==> src/rtl/adder_pipe_nbit.sv <==
// adder_pipe_nbit: pipelined adder built from ripple slices, for wide operands.
//
// The WIDTH-bit operands are split into SLICE-bit slices. Each pipeline stage adds
// one slice, and the carry is registered between stages. The adder accepts one
// operation per cycle and has a valid/ready handshake on both sides. The latency is
// STAGES = WIDTH/SLICE cycles.
//
// Ports
//   clk        rising-edge clock
//   rst        asynchronous, active-high reset
//   in_valid   a/b/cin (and sub) are valid
//   in_ready   operands are accepted this cycle (same as the pipeline advance)
//   a, b       WIDTH-bit operands (unsigned or two's complement)
//   cin        carry-in (borrow-in when subtracting)
//   sub        subtract select; this port exists only with ADDER_PIPE_SUB_EN
//   out_valid  sum/cout/ovf are valid
//   out_ready  downstream accepts the result this cycle
//   sum        (a + b + cin) mod 2^WIDTH
//   cout       carry out of bit WIDTH-1
//   ovf        signed overflow
//
// Optional feature: define ADDER_PIPE_SUB_EN to add the sub input. With sub=1,
// stage 0 adds ~b with carry-in ~cin, which gives a - b - cin.

module adder_pipe_nbit #(
  parameter int unsigned WIDTH = 16,
  parameter int unsigned SLICE = 4
) (
  input  logic             clk,
  input  logic             rst,
  input  logic             in_valid,
  output logic             in_ready,
  input  logic [WIDTH-1:0] a,
  input  logic [WIDTH-1:0] b,
  input  logic             cin,
`ifdef ADDER_PIPE_SUB_EN
  input  logic             sub,
`endif
  output logic             out_valid,
  input  logic             out_ready,
  output logic [WIDTH-1:0] sum,
  output logic             cout,
  output logic             ovf
);

  localparam int unsigned STAGES = WIDTH / SLICE;
  localparam int unsigned LAST   = STAGES - 1;

  if (SLICE < 1 || WIDTH < SLICE || (WIDTH % SLICE) != 0) begin : g_cfg_check
    $error("adder_pipe_nbit: WIDTH must be a non-zero multiple of SLICE");
  end

  logic             advance;
  logic [WIDTH-1:0] b_eff;
  logic             cin_eff;

`ifdef ADDER_PIPE_SUB_EN
  // Two's-complement subtract: a + ~b + ~cin = a - b - cin
  assign b_eff   = sub ? ~b : b;
  assign cin_eff = sub ? ~cin : cin;
`else
  assign b_eff   = b;
  assign cin_eff = cin;
`endif

  // Per-stage registers. Stage k holds its operands, the low sum slices
  // 0..k and the carry out of slice k.
  logic             valid_q [STAGES];
  logic [WIDTH-1:0] a_q     [STAGES];
  logic [WIDTH-1:0] b_q     [STAGES];
  logic [WIDTH-1:0] s_q     [STAGES];
  logic             c_q     [STAGES];

  // Inputs to each stage: stage 0 takes the ports, later stages take the previous register.
  logic             stg_v [STAGES];
  logic [WIDTH-1:0] stg_a [STAGES];
  logic [WIDTH-1:0] stg_b [STAGES];
  logic [WIDTH-1:0] stg_s [STAGES];
  logic             stg_c [STAGES];

  logic [WIDTH-1:0] s_d [STAGES];
  logic             c_d [STAGES];
  logic [SLICE:0]   slice_res;

  for (genvar k = 0; k < STAGES; k++) begin : g_stage_in
    if (k == 0) begin : g_head
      assign stg_v[k] = in_valid;
      assign stg_a[k] = a;
      assign stg_b[k] = b_eff;
      assign stg_c[k] = cin_eff;
      assign stg_s[k] = '0;
    end else begin : g_body
      assign stg_v[k] = valid_q[k-1];
      assign stg_a[k] = a_q[k-1];
      assign stg_b[k] = b_q[k-1];
      assign stg_c[k] = c_q[k-1];
      assign stg_s[k] = s_q[k-1];
    end
  end

  always_comb begin
    slice_res = '0;
    for (int k = 0; k < STAGES; k++) begin
      slice_res = {1'b0, stg_a[k][k*SLICE +: SLICE]}
                + {1'b0, stg_b[k][k*SLICE +: SLICE]}
                + {{SLICE{1'b0}}, stg_c[k]};
      // Keep the lower slices that are already finished and write this stage's slice.
      s_d[k]                   = stg_s[k];
      s_d[k][k*SLICE +: SLICE] = slice_res[SLICE-1:0];
      c_d[k]                   = slice_res[SLICE];
    end
  end

  // The whole pipeline shifts together. Bubbles shift through as invalid stages.
  always_ff @(posedge clk or posedge rst) begin
    if (rst) begin
      for (int k = 0; k < STAGES; k++) begin
        valid_q[k] <= 1'b0;
        a_q[k]     <= '0;
        b_q[k]     <= '0;
        s_q[k]     <= '0;
        c_q[k]     <= 1'b0;
      end
    end else if (advance) begin
      for (int k = 0; k < STAGES; k++) begin
        valid_q[k] <= stg_v[k];
        a_q[k]     <= stg_a[k];
        b_q[k]     <= stg_b[k];
        s_q[k]     <= s_d[k];
        c_q[k]     <= c_d[k];
      end
    end
  end

  assign out_valid = valid_q[LAST];
  assign advance   = ~out_valid | out_ready;
  assign in_ready  = advance;
  assign sum       = s_q[LAST];
  assign cout      = c_q[LAST];
  // Carry into the MSB is a^b^s at that bit. XOR it with the carry out to get overflow.
  assign ovf       = a_q[LAST][WIDTH-1] ^ b_q[LAST][WIDTH-1] ^ s_q[LAST][WIDTH-1] ^ c_q[LAST];

endmodule

==> config.mk <==
export PLATFORM = sky130hd
export DESIGN_NAME = adder_pipe_nbit
export DESIGN_NICKNAME = d
export VERILOG_FILES = /design/src/rtl/adder_pipe_nbit.sv
export SDC_FILE = /design/constraint.sdc
export NUM_CORES = 1
export LEC_CHECK = 0
export CAP_MARGIN = 15
export CORE_ASPECT_RATIO = 1.2
export CORE_MARGIN = 3
export CORE_UTILIZATION = 28
export DETAILED_ROUTE_END_ITERATION = 7
export GPL_ROUTABILITY_DRIVEN = 0
export PLACE_DENSITY_LB_ADDON = 0.2
export SLEW_MARGIN = 20
export SYNTH_ARGS = -nofsm -noshare
export SYNTH_HDL_FRONTEND = slang
export SYNTH_SLANG_ARGS = --single-unit
export TNS_END_PERCENT = 50
==> constraint.sdc <==
create_clock -name clk -period 6.48 [get_ports clk]
set_input_delay 1.296 -clock clk [delete_from_list [all_inputs] [get_ports clk]]
set_output_delay 1.296 -clock clk [all_outputs]
set_load 0.02 [all_outputs]
== After elaboration in Yosys (flattened, before gate mapping) ==
Cells that the tools add are included.
W data, S select, Z words.

* Add/subtract/negate cells: 8
* Bitwise gates (word level): 5

{| class="wikitable"
|+ Operators by type and width
! kind !! number
|-
| $add A4 B4 Y5 || 4
|-
| $add A5 B1 Y5 || 4
|-
| $xor A1 B1 Y1 || 3
|-
| $not A1 Y1 || 1
|-
| $or A1 B1 Y1 || 1
|}

* Register bits after elaboration: 176

== Longest topological paths before layout ==
* Depth in word-level cells: 3
* Depth in mapped cells: 6
* Mapped depth without buffers: 6

== Worst setup path after synthesis ==
OpenSTA, ideal clock, no wires.

* Path type: input to output
* Start: input out_ready
* End: output in_ready
* Arrival time: 1.676 ns
* Data required time: 5.184 ns
* Path slack: 3.508 ns
* Cell stages on the path: 3
* Path buffers: 1
* Cells stage by stage: nor2b_2 inv_2 buf_2

* Cells in the longest elaborated chain, start to end: 1

{| class="wikitable"
|+ Ends and longest elaborated chain
! item !! RTL line !! text
|-
| start, declared || 40 || <nowiki>input logic out_ready,</nowiki>
|-
| $or A1 B1 Y1 || 136 || <nowiki>assign advance = ~out_valid | out_ready;</nowiki>
|-
| end, declared || 32 || <nowiki>output logic in_ready,</nowiki>
|}

Every way passes these cells.

== Worst setup path in the final report ==
Ends and elaborated chain as after synthesis.

==> summary.md <==
| Metric | Value |
|---|---|
| Outcome | `completed` |
| DRT Pass-1 Iters | `4` |
| CP required | `5.18 ns` |
| Simple-gate portion of the synthesized area | `0.233` |
| Final period utilization | `0.591` |
| Hold WC Path Type | `reg -> reg` |
| Least-Margin Pin Slew | `1.02 ns` |
| Largest family of logic cells by synthesized area | `simple AND/OR/NAND/NOR gates` |
| Buffers on Ports | `56` |
| Cts bufs inserted | `9` |
| WS Path Type | `in -> out` |
| Flop-to-flop setup slack | `4.54 ns` |
| Root buf cell | `clkbuf_16` |
| Die H | `141 µm` |
| DRC | `0` |
| Post-synth net total | `513` |
| Post-route setup slack | `2.65 ns` |
| Yosys top cell area share | `0.578` |
| Synth warn | `0` |
| First-pass GRT wire length | `14.0 mm` |
| Max-cap violations | `0` |
| P&R area growth vs syn | `23.5%` |
| R2R depth | `5` |
| Achievable Freq | `261 MHz` |
| VDD IR-drop max | `0.376 mV` |
| Largest net degree at the start of global routing | `104` |
| Initial antenna violation count | `0` |
| Clock-pin slew on the worst setup and hold paths | `0.06 ns` |
| Lkg Pwr | `2.62 nW` |
| RSZ-0062 raised after global routing | `no` |
| Area leader, netlist | `dfrtp_1` |
| Final Util | `0.359` |
| Final ANT Viol Nets | `0` |
| Synth area leaders | `dfrtp_1, nand2_1, fa_1, ha_1, buf_6` |
| Worst setup SP type | `input pin` |
| Mux share of post-synthesis cell area | `0` |
| Vias | `2,927` |
| Num Clock Sinks | `98` |
| Netlist cell types | `24` |
| Fillers | `1,525` |
| Starting density of the core | `0.291` |
| H-tree depth | `3` |
| Final Skew | `0.00730 ns` |
| Cts hold-fix bufs | `0` |
| Number of synthesized register bits | `98` |
| Commonest non-fill, non-tap cells in the layout | `nand2_1, dfrtp_1, clkdlybuf4s50_1` |
| Gr ovfl total | `0` |
| FP Rows | `48` |
| Die area | `16,700 µm²` |
| Final Slew Violations | `0` |
| Mapped Avg Cell Area | `9.30 µm²` |
| Compound-gate portion of the synthesized area | `0.0507` |
| Hold Path Cell Cnt | `2` |
| Via density | `4.12` |
| Clock latency on the worst-skew pair | `0.34 ns` |
| Drt initial violations | `143` |
| Crit. End Element | `primary output` |
| Adder and majority cell fraction of the synthesized area | `0.0731` |
| RR Startpoint | `a_q[28]$_DFFE_PP0P_` |
| Rel. slew slack | `0.323` |
| Post-Syn Area | `4240 µm²` |
| Final min period | `3.83 ns` |
| End of the worst hold path | `sum[3]$_DFFE_PP0P_` |
| Pre-CTS WS | `2.63 ns` |
| Hold_sp | `sum[3]$_DFFE_PP0P_` |
| Fraction of layout cells with a size suffix above 1 | `0.0471` |
| DPL Wire Length | `4.97 mm` |
| # diodes | `0` |
| Post-cts gate resize count | `0` |
| Reg-to-Reg End | `cout$_DFFE_PP0P_` |
| DIE WIDTH | `118 µm` |
| Seq/Total Area, Yosys | `0.578` |
| Area share of xor/xnor cells in the synthesized design | `0.0145` |
| Boundary Pins | `57` |
| Post-Route WL | `7.85 mm` |
| Drt wl/cell | `11.1 µm` |
| Minimum hold slack | `0.464 ns` |
| Hold Fails Final Rpt | `0` |
| Power density over the cells | `473 nW/µm²` |
| Post-CTS Setup Bufs | `0` |
| Worst path arrival time | `2.53 ns` |
| Final nets | `562` |
| Post-Syn Instances | `456` |
| Total negative setup slack | `0 ns` |
| Crit-path max FO | `3` |
| GR Util All Layers | `0.102` |
| Commonest non-fill, non-tap cell in the layout | `nand2_1` |
| Placeable Area | `14,600 µm²` |
| Clk buf depth | `2` |
| CTS tree | `done` |
| Final setup fails | `0` |
| Vias in the first global route | `3,002` |
-- layout make-up --
class	count	area (µm²)	area share
inverters	16	63.8	0.0122
repair buffers	59	583	0.111
clock inverters	6	71.3	0.0136
well taps	200	250	0.0478
multi-input cells	321	1580	0.301
clock buffers	10	239	0.0456
flip-flops and latches	98	2450	0.468
-- routing by layer --
metal | up-vias | global-route usage | share of wire
li1 | 1501 | - | -
met1 | 1375 | 0.129 | 0.49
met2 | 41 | 0.170 | 0.46
met3 | 10 | 0.0241 | 0.034
met4 | 0 | 0.0421 | 0.019
met5 | - | 0 | 0
-- stage by stage --
stage          cells  instance area, µm²  power (mW)
2_1_floorplan    456                4240        1.68
3_3_place_gp     694                4930        1.94
3_5_place_dp     694                4930        1.97
4_1_cts          710                5240        2.53
5_1_grt          710                5240        2.71
6_report         710                5240        2.48
-- worst max-delay path by stage --
| stage | start | endpoint | depth (start not counted) |
|---|---|---|---|
| after detailed placement | out_ready | in_ready | 4 |
| after floorplan | rst | a_q[15]$_DFFE_PP0P_ | 1 |
| final | out_ready | in_ready | 4 |
| after global routing | out_ready | in_ready | 4 |
| after global placement | out_ready | in_ready | 4 |
| after CTS | out_ready | in_ready | 4 |
-- kinds of logic after synthesis --
kind of cell / count (synthesis)
adders and majority gates: 20
DFF: 98
buffers and inverters: 37
xor gates and xnor gates: 7
AOI/OAI and AO/OA: 38
and+or+nand+nor: 256
-- sequential cells by signal, indices dropped and copies added (netlist names) --
| name | count |
|---|---|
| a_q | 25 |
| b_q | 25 |
| s_d | 24 |
| sum | 16 |
| c_q | 3 |
| stg_v | 3 |
| cout | 1 |
| out_valid | 1 |
-- Yosys cell counts (all sizes together) --
cell / count
nand2: 239
dfrtp: 98
buf: 21
o21ai: 19
inv: 16
ha: 12
a21oi: 11
nor2: 10
fa: 8
nor2b: 5
a21o: 4
xor2: 4
xnor2: 3
o21a: 2
a22oi: 1
nand2b: 1
nor3: 1
o31ai: 1
-- worst max-delay path, cell delays in order --
cell	delay [ns]
clkdlybuf4s50_1	0.45
nor2b_4	0.17
clkinv_2	0.07
clkdlybuf4s50_1	0.54
-- power by group --
| part | switching (mW) | internal, mW |
|---|---|---|
| Sequential | 0.143 | 0.878 |
| Clock | 0.235 | 0.314 |
| Combinational | 0.507 | 0.402 |
| Total | 0.885 | 1.59 |
Note: power is estimated with default switching activity, not from simulation.
